$ cat src/rtl/miss_handler.sv
// Cache miss sequencer: picks a victim way, writes back a dirty victim block,
// refills the block from memory word by word and installs the new tag.
module miss_handler #(
  parameter int PA_WIDTH  = 32,
  parameter int WRD_WIDTH = 32,
  parameter int NWAYS     = 4,
  parameter int IDX_WIDTH = 6,
  parameter int WO_WIDTH  = 2,
  parameter int BO_WIDTH  = 2,
  parameter int TAG_WIDTH = PA_WIDTH - IDX_WIDTH - WO_WIDTH - BO_WIDTH
) (
  input  logic                       clk,
  input  logic                       rst_n,
  input  logic                       miss_req,
  input  logic [PA_WIDTH-1:0]        miss_addr,
  output logic                       ready,
  input  logic [NWAYS-1:0]           way_valid,
  input  logic [NWAYS-1:0]           way_dirty,
  input  logic [2*NWAYS-1:0]         way_lru,
  input  logic [TAG_WIDTH*NWAYS-1:0] way_tag,
  output logic [WO_WIDTH-1:0]        rd_word,
  input  logic [WRD_WIDTH-1:0]       rd_data,
  output logic [1:0]                 victim_way,
  output logic                       fill_we,
  output logic [WO_WIDTH-1:0]        fill_word,
  output logic [WRD_WIDTH-1:0]       fill_data,
  output logic                       install,
  output logic [TAG_WIDTH-1:0]       install_tag,
  output logic                       mem_req,
  output logic                       mem_we,
  output logic [PA_WIDTH-1:0]        mem_addr,
  output logic [WRD_WIDTH-1:0]       mem_wdata,
  input  logic [WRD_WIDTH-1:0]       mem_rdata,
  input  logic                       mem_ack,
  output logic                       done
);

  // state   | meaning
  // IDLE    | waiting for a miss, ready=1
  // SELECT  | choose victim way, latch its tag
  // WB      | write dirty victim words 0..WPB-1 to memory
  // REFILL  | read missing block words 0..WPB-1 into the array
  // INSTALL | write tag/valid/LRU for the victim way
  // DONE    | one-cycle completion pulse
  typedef enum logic [2:0] {
    S_IDLE    = 3'd0,
    S_SELECT  = 3'd1,
    S_WB      = 3'd2,
    S_REFILL  = 3'd3,
    S_INSTALL = 3'd4,
    S_DONE    = 3'd5
  } state_t;

  state_t                 r_state;
  state_t                 w_next;
  logic [WO_WIDTH-1:0]    r_k;
  logic [WO_WIDTH-1:0]    w_k_next;
  logic [PA_WIDTH-1:0]    r_addr;
  logic [1:0]             r_victim;
  logic [TAG_WIDTH-1:0]   r_vtag;

  logic [1:0]             w_victim;
  logic [TAG_WIDTH-1:0]   w_vtag;
  logic                   w_vdirty;
  logic [IDX_WIDTH-1:0]   w_idx;
  logic [TAG_WIDTH-1:0]   w_mtag;
  logic                   w_unused;

  assign w_idx    = r_addr[BO_WIDTH+WO_WIDTH +: IDX_WIDTH];
  assign w_mtag   = r_addr[PA_WIDTH-1 -: TAG_WIDTH];
  assign w_unused = ^r_addr[BO_WIDTH+WO_WIDTH-1:0];

  // Invalid ways take priority over LRU; scanning downward leaves the lowest match.
  always_comb begin
    w_victim = '0;
    for (int i = NWAYS-1; i >= 0; i--) begin
      if (way_lru[2*i +: 2] == 2'(NWAYS-1)) w_victim = 2'(i);
    end
    for (int i = NWAYS-1; i >= 0; i--) begin
      if (!way_valid[i]) w_victim = 2'(i);
    end
  end

  assign w_vtag   = way_tag[TAG_WIDTH*w_victim +: TAG_WIDTH];
  assign w_vdirty = way_dirty[w_victim] && way_valid[w_victim];

  always_ff @(posedge clk) begin
    if (!rst_n) begin
      r_state  <= S_IDLE;
      r_k      <= '0;
      r_addr   <= '0;
      r_victim <= '0;
      r_vtag   <= '0;
    end else begin
      r_state <= w_next;
      r_k     <= w_k_next;
      if (r_state == S_IDLE && miss_req) r_addr <= miss_addr;
      if (r_state == S_SELECT) begin
        r_victim <= w_victim;
        r_vtag   <= w_vtag;
      end
    end
  end

  always_comb begin
    w_next   = r_state;
    w_k_next = r_k;
    case (r_state)
      S_IDLE: begin
        if (miss_req) begin
          w_next   = S_SELECT;
          w_k_next = '0;
        end
      end
      S_SELECT:  w_next = w_vdirty ? S_WB : S_REFILL;
      S_WB: begin
        if (mem_ack) begin
          w_k_next = r_k + 1'b1;
          if (&r_k) w_next = S_REFILL;
        end
      end
      S_REFILL: begin
        if (mem_ack) begin
          w_k_next = r_k + 1'b1;
          if (&r_k) w_next = S_INSTALL;
        end
      end
      S_INSTALL: w_next = S_DONE;
      S_DONE:    w_next = S_IDLE;
      default:   w_next = S_IDLE;
    endcase
  end

  always_comb begin
    mem_addr = '0;
    if (r_state == S_WB)
      mem_addr = {r_vtag, w_idx, r_k, {BO_WIDTH{1'b0}}};
    else if (r_state == S_REFILL)
      mem_addr = {w_mtag, w_idx, r_k, {BO_WIDTH{1'b0}}};
  end

  assign ready       = (r_state == S_IDLE);
  assign mem_req     = (r_state == S_WB) || (r_state == S_REFILL);
  assign mem_we      = (r_state == S_WB);
  assign mem_wdata   = (r_state == S_WB) ? rd_data : '0;
  assign rd_word     = r_k;
  assign fill_we     = (r_state == S_REFILL) && mem_ack;
  assign fill_word   = r_k;
  assign fill_data   = mem_rdata;
  assign install     = (r_state == S_INSTALL);
  assign install_tag = w_mtag;
  assign done        = (r_state == S_DONE);
  // During SELECT the choice is still combinational; afterwards it is held.
  assign victim_way  = (r_state == S_SELECT) ? w_victim : r_victim;

endmodule

$ cat config.mk
export PLATFORM = sky130hd
export DESIGN_NAME = miss_handler
export DESIGN_NICKNAME = d
export VERILOG_FILES = /design/src/rtl/miss_handler.sv
export SDC_FILE = /design/constraint.sdc
export NUM_CORES = 1
export LEC_CHECK = 0
export CAP_MARGIN = 40
export CORE_AREA = 2 2 129 131
export DETAILED_ROUTE_END_ITERATION = 7
export DIE_AREA = 0 0 131 133
export GPL_TIMING_DRIVEN = 0
export PLACE_DENSITY_LB_ADDON = 0.1
export REMOVE_ABC_BUFFERS = 1
export SLEW_MARGIN = 20
export SYNTH_ARGS = -nofsm -noshare
export SYNTH_HDL_FRONTEND = slang
export SYNTH_SLANG_ARGS = --single-unit
$ cat constraint.sdc
create_clock -name clk -period 1.75 [get_ports clk]
set_clock_uncertainty 0.15 [all_clocks]
set_input_delay 0.4375 -clock clk [delete_from_list [all_inputs] [get_ports clk]]
set_output_delay 0.4375 -clock clk [all_outputs]
set_load 0.005 [all_outputs]
**Yosys cells after proc, flatten, opt, wreduce, memory -nomap -nowiden**

Cells that the tools add are included.

- $add $sub $neg: 1
- $mul: 1
- Order comparisons: 1
- Equal/unequal tests: 15
- Shifts and indexed selects: 1
- Multiplexer cells: 26
- Reductions and logical operators: 10

Operators by type and width:

| operator | number |
|---|---|
| 32-bit 2-to-1 mux | 3 |
| 88-bit by 8-bit variable part select with 22-bit output | 1 |
| 2-bit 2-to-1 mux | 11 |
| 3-bit 2-to-1 mux | 5 |
| 3-bit one-hot mux with 5 select lines | 1 |
| 2-bit equality test, second input constant | 4 |
| 3-bit by 2-bit equality test with 1-bit output, second input constant | 2 |
| 3-bit equality test, second input constant | 2 |
| 4-bit by 2-bit multiplier with 6-bit output, first input constant | 1 |
| 2-bit by 1-bit inequality test with 1-bit output, second input constant | 3 |
| 2-bit inequality test, second input constant | 3 |
| 5-bit AND reduction | 1 |
| 1-bit binary-select mux with 2-bit select | 2 |
| 2-bit one-hot mux with 2 select lines | 1 |
| 3-bit by 1-bit equality test with 1-bit output, second input constant | 1 |
| 1-bit logical AND | 3 |
| 3-bit logical NOT | 1 |
| 2-bit by 3-bit < comparator with 1-bit output, second input constant | 1 |
| 1-bit 2-to-1 mux | 3 |
| 3-bit AND reduction | 1 |
| 2-bit by 1-bit adder with 2-bit output, second input constant | 1 |
| 2-bit AND reduction | 1 |
| 2-bit nonzero test | 1 |
| 2-bit OR reduction | 1 |
| 1-bit logical OR | 1 |

- Bits in registers: 61
- Input bits: 204
- Logic and storage cells: 60

**Depth between registers and ports, before layout**

- Depth after elaboration: 14
- Depth in mapped cells: 8
- Gate-level depth less buffers: 6

**Least setup slack after synthesis**

Ideal clock, no wire load.

- Kind: reg2out
- From: register r_state[2]
- To: output port mem_wdata[22]
- Arrival time: 1,289 ps
- Setup slack: -126 ps
- Cell stages (with the launch flop): 7
- Path through: dfxtp_1 buf_2 nand2b_1 clkbuf_1 nor2_1 clkbuf_1 and2_1

- Cells in the longest elaborated chain, start to end: 2

RTL lines:

| item | line | text |
|---|---|---|
| start, declared | 54 | `state_t r_state;` |
| start signal, assigned | 95 | `r_state <= w_next;` |
| 3-bit by 2-bit equality test with 1-bit output | n/a |  |
| via mem_we | 30 | `output logic mem_we,` |
| 32-bit 2-to-1 mux | 145 | `assign mem_wdata = (r_state == S_WB) ? rd_data : '0;` |
| end, declared | 32 | `output logic [WRD_WIDTH-1:0] mem_wdata,` |

The timed path passes the listed nets, and every way through them passes these cells.

**Final worst setup path**

- From: register r_state[1]
- To: output port victim_way[0]

- Cells in the longest elaborated chain, start to end: 2

RTL lines:

| item | line | text |
|---|---|---|
| 3-bit by 1-bit equality test with 1-bit output | 154 | `assign victim_way = (r_state == S_SELECT) ? w_victim : r_victim;` |
| 2-bit 2-to-1 mux | 154 |  |
| end, declared | 23 | `output logic [1:0] victim_way,` |

Every way passes these cells.

==> impl_metrics.csv <==
group,metric,value,unit
logic_synthesis,avgSynthCellArea,8.10,um2
timing,period_share,1.30,
clocking,cts-htree-levels,3,
power,p_leak,3.40,nW
clocking,cts_root_buffer,"clkbuf_16",
setup_path,critical_path_start_type,"flip-flop",
logic_synthesis,synthesis.area,3980,um2
clocking,clock_path_buffers,2,
setup_path,cp.required,1160,ps
setup_path,crit_path_cell_trace,"buf_12 > or3b_4 > buf_6 > o21ai_4 > buf_6",
route,detail_route.vias_per_cell,4.73,
placed_design,numPortBuffers,263,
placed_design,gp_congestion,0.773,
floorplanning,initial_core_util,0.246,
clocking,tritoncts,"yes",
floorplanning,placementRows,47,
floorplanning,die_width,131,um
placed_design,dp_cells,884,
job,timing.max_cap.violations,0,
grt,antenna_violations_before_repair,0,
grt,grt_start_max_net_pins,43,
clocking,cts.hold.buffers_added,0,
route,detail_route.iter0.violations,178,
logic_synthesis,synth_cell_types,44,
setup_path,critPathCaptureType,"output port",
cells_and_area,finish.cell_count_without_fillers,976,
logic_synthesis,postSynthRegisterBits,57,
timing,timing.final.setup_violations,97,
route,detailed_route_wire_length_per_cell,20.9,um
logic_synthesis,syn_inst,491,
floorplanning,core_region_area,16200,um2
cells_and_area,nFillCells,1524,
timing,max_freq,441,MHz
min_path,timing.hold.worst.class,"in2reg",
timing,layout_setup_ws,-517,ps
timing,report.final.slew_viol_count,0,
setup_path,crit_arrival,1680,ps
route,drt.antenna.violating_nets,0,
logic_synthesis,yosysWarningCount,0,
setup_path,slowest_delay,430,ps
route,vias,4614,
logic_synthesis,yosysMostFrequentCell,"nand2_1",
logic_synthesis,synth_edf_count,0,
logic_synthesis,synth_common_cells,"nand2_1, buf_4, dfxtp_1",
grt,grtUsageTotal,0.222,
power,worst_ir_drop_vdd,392,uV
floorplanning,fp.dieH,133,um
clocking,tritoncts.num_buffers,9,
cells_and_area,layout-area-overhead-vs-synth,99.4,%
clocking,cts.clk_slew.worst_paths,50,ps
logic_synthesis,synth_top_area_cell,"dfxtp_1",
route,route.final.wire_length,20.4,mm
timing,hold_viol_final,0,
route,drt_first_pass_iters,4,
floorplanning,design.die.area,17400,um2
power,p_per_area,786,nW/um2
grt,grt_pass1_wl,28.3,mm
setup_path,crit_top_cell,"buf_6",
logic_synthesis,post-synth-top-area-fraction,0.287,
clocking,clk_latency,340,ps
setup_path,timing.setup.critical_path_class,"reg2out",
logic_synthesis,yosysSeqAreaShare,0.287,
outcome,run_status,"finished with violations",
clocking,sink_count,57,
logic_synthesis,ys_async_sr_fraction,0,
logic_synthesis,ys_dominant_reg_cell,"dfxtp_1",
grt,overall_overflow_remaining_after_global_route,0,
cells_and_area,antennaDiodeCount,0,
setup_path,cp_slowest_cell,"or3b_4",
timing,final_critical_path_required_period,2270,ps
floorplanning,top_level_ports,334,
grt,grt_pass1_vias,4744,
cells_and_area,post_route_cells_drive_above_1_share,0.357,
route,remaining_drc_errors,0,
cells_and_area,design.final.nets,956,
timing,grt_setup_unrepaired,"true",
placed_design,dp_slack,-2110,ps
placed_design,dp_hpwl,12.7,mm
outcome,failing_checks,"negative setup slack",
setup_path,critPathMaxFanout,6,
logic_synthesis,post_synth_main_area_contributors,"dfxtp_1, buf_4, mux2i_1",
[where the power goes]
| group | switching (mW) | leakage, nW | internal, mW |
|---|---|---|---|
| registers | 0.114 | 0.473 | 1.46 |
| clock network | 0.659 | 0.166 | 1.43 |
| logic | 1.08 | 2.76 | 1.50 |
| total | 1.85 | 3.40 | 4.39 |
[worst paths after layout]
path	startpoint	to	slack, ps	cells past startpoint
hold reg to reg	r_addr[6]	r_addr[6]	320	2
setup / recovery	r_state[1]	victim_way[0]	-520	5
hold / removal	rst_n	r_addr[25]	310	2
setup reg to reg	r_state[0]	r_vtag[21]	-150	7
[per-layer routing]
metal	share of wire	GRT usage
met1	0.41	0.263
met2	0.47	0.364
met3	0.099	0.0853
met4	0.019	0.0686
met5	0.0036	0.0324
[timing repair]
item                       in CTS  in global routing
setup endpoints to repair     151                123
gates cloned                   11                  2
pin swaps                      52                 18
setup buffers                  52                 12
resized for setup             435                 88
[layout make-up]
type / count / area, um2 / share of cell area
repair buffers: 336 / 3460 / 0.437
repair inverters: 1 / 7.51 / 0.000947
clock buffers: 11 / 243 / 0.0306
multi-input cells: 345 / 2670 / 0.336
flip-flops and latches: 57 / 1160 / 0.147
well taps: 220 / 275 / 0.0347
clock inverters: 5 / 103 / 0.0129
inverters: 1 / 7.51 / 0.000947
[state kept, by name, summed over array words and instances (netlist names)]
name and flops:
fill_word 2, r_victim 2, r_state 3, r_vtag 22, r_addr 28
[stage by stage]
stage          utilization  cell area, um2  power, mW  hold WS [ps]  TNS (ps)
2_1_floorplan            -            3340       2.27           289    -83440
3_3_place_gp         0.386            6240       3.26           303   -241630
3_5_place_dp         0.392            6340       3.32           309   -119200
4_1_cts              0.464            7510       6.03           276    -27660
5_1_grt              0.490            7930       6.53           321    -36400
6_report             0.490            7930       6.24           308    -27590
[cell usage in the layout, fill, tap and decap left out, types with 16 or more instances in the layout]
cell,netlist,final
dfxtp_1,57,46
nand3_1,17,16
nor2_1,28,21
buf_4,64,19
and2_4,1,43
buf_6,2,82
mux2i_1,44,38
nand2_1,76,71
dlygate4sd2_1,0,38
a21boi_0,30,30
clkdlybuf4s50_1,0,154
buf_2,11,16
[logic make-up after synthesis]
family          Yosys count  synth area share
xor+xnor                  1           0.00220
buf+inv                  97             0.163
flops                    57             0.287
simple gates            184             0.224
compound gates          106             0.209
other cells               1          0.000943
mux                      44             0.111
fa+ha+maj                 1           0.00315
[worst max-delay path: cells and delay by family (launching register included)]
family	cells	cell delay, ps
flip-flops	1	360
AND/OR/NAND/NOR	1	430
AO/OA/AOI/OAI	1	140
buffers and inverters	3	400
Note: power is estimated with default switching activity, not from simulation.
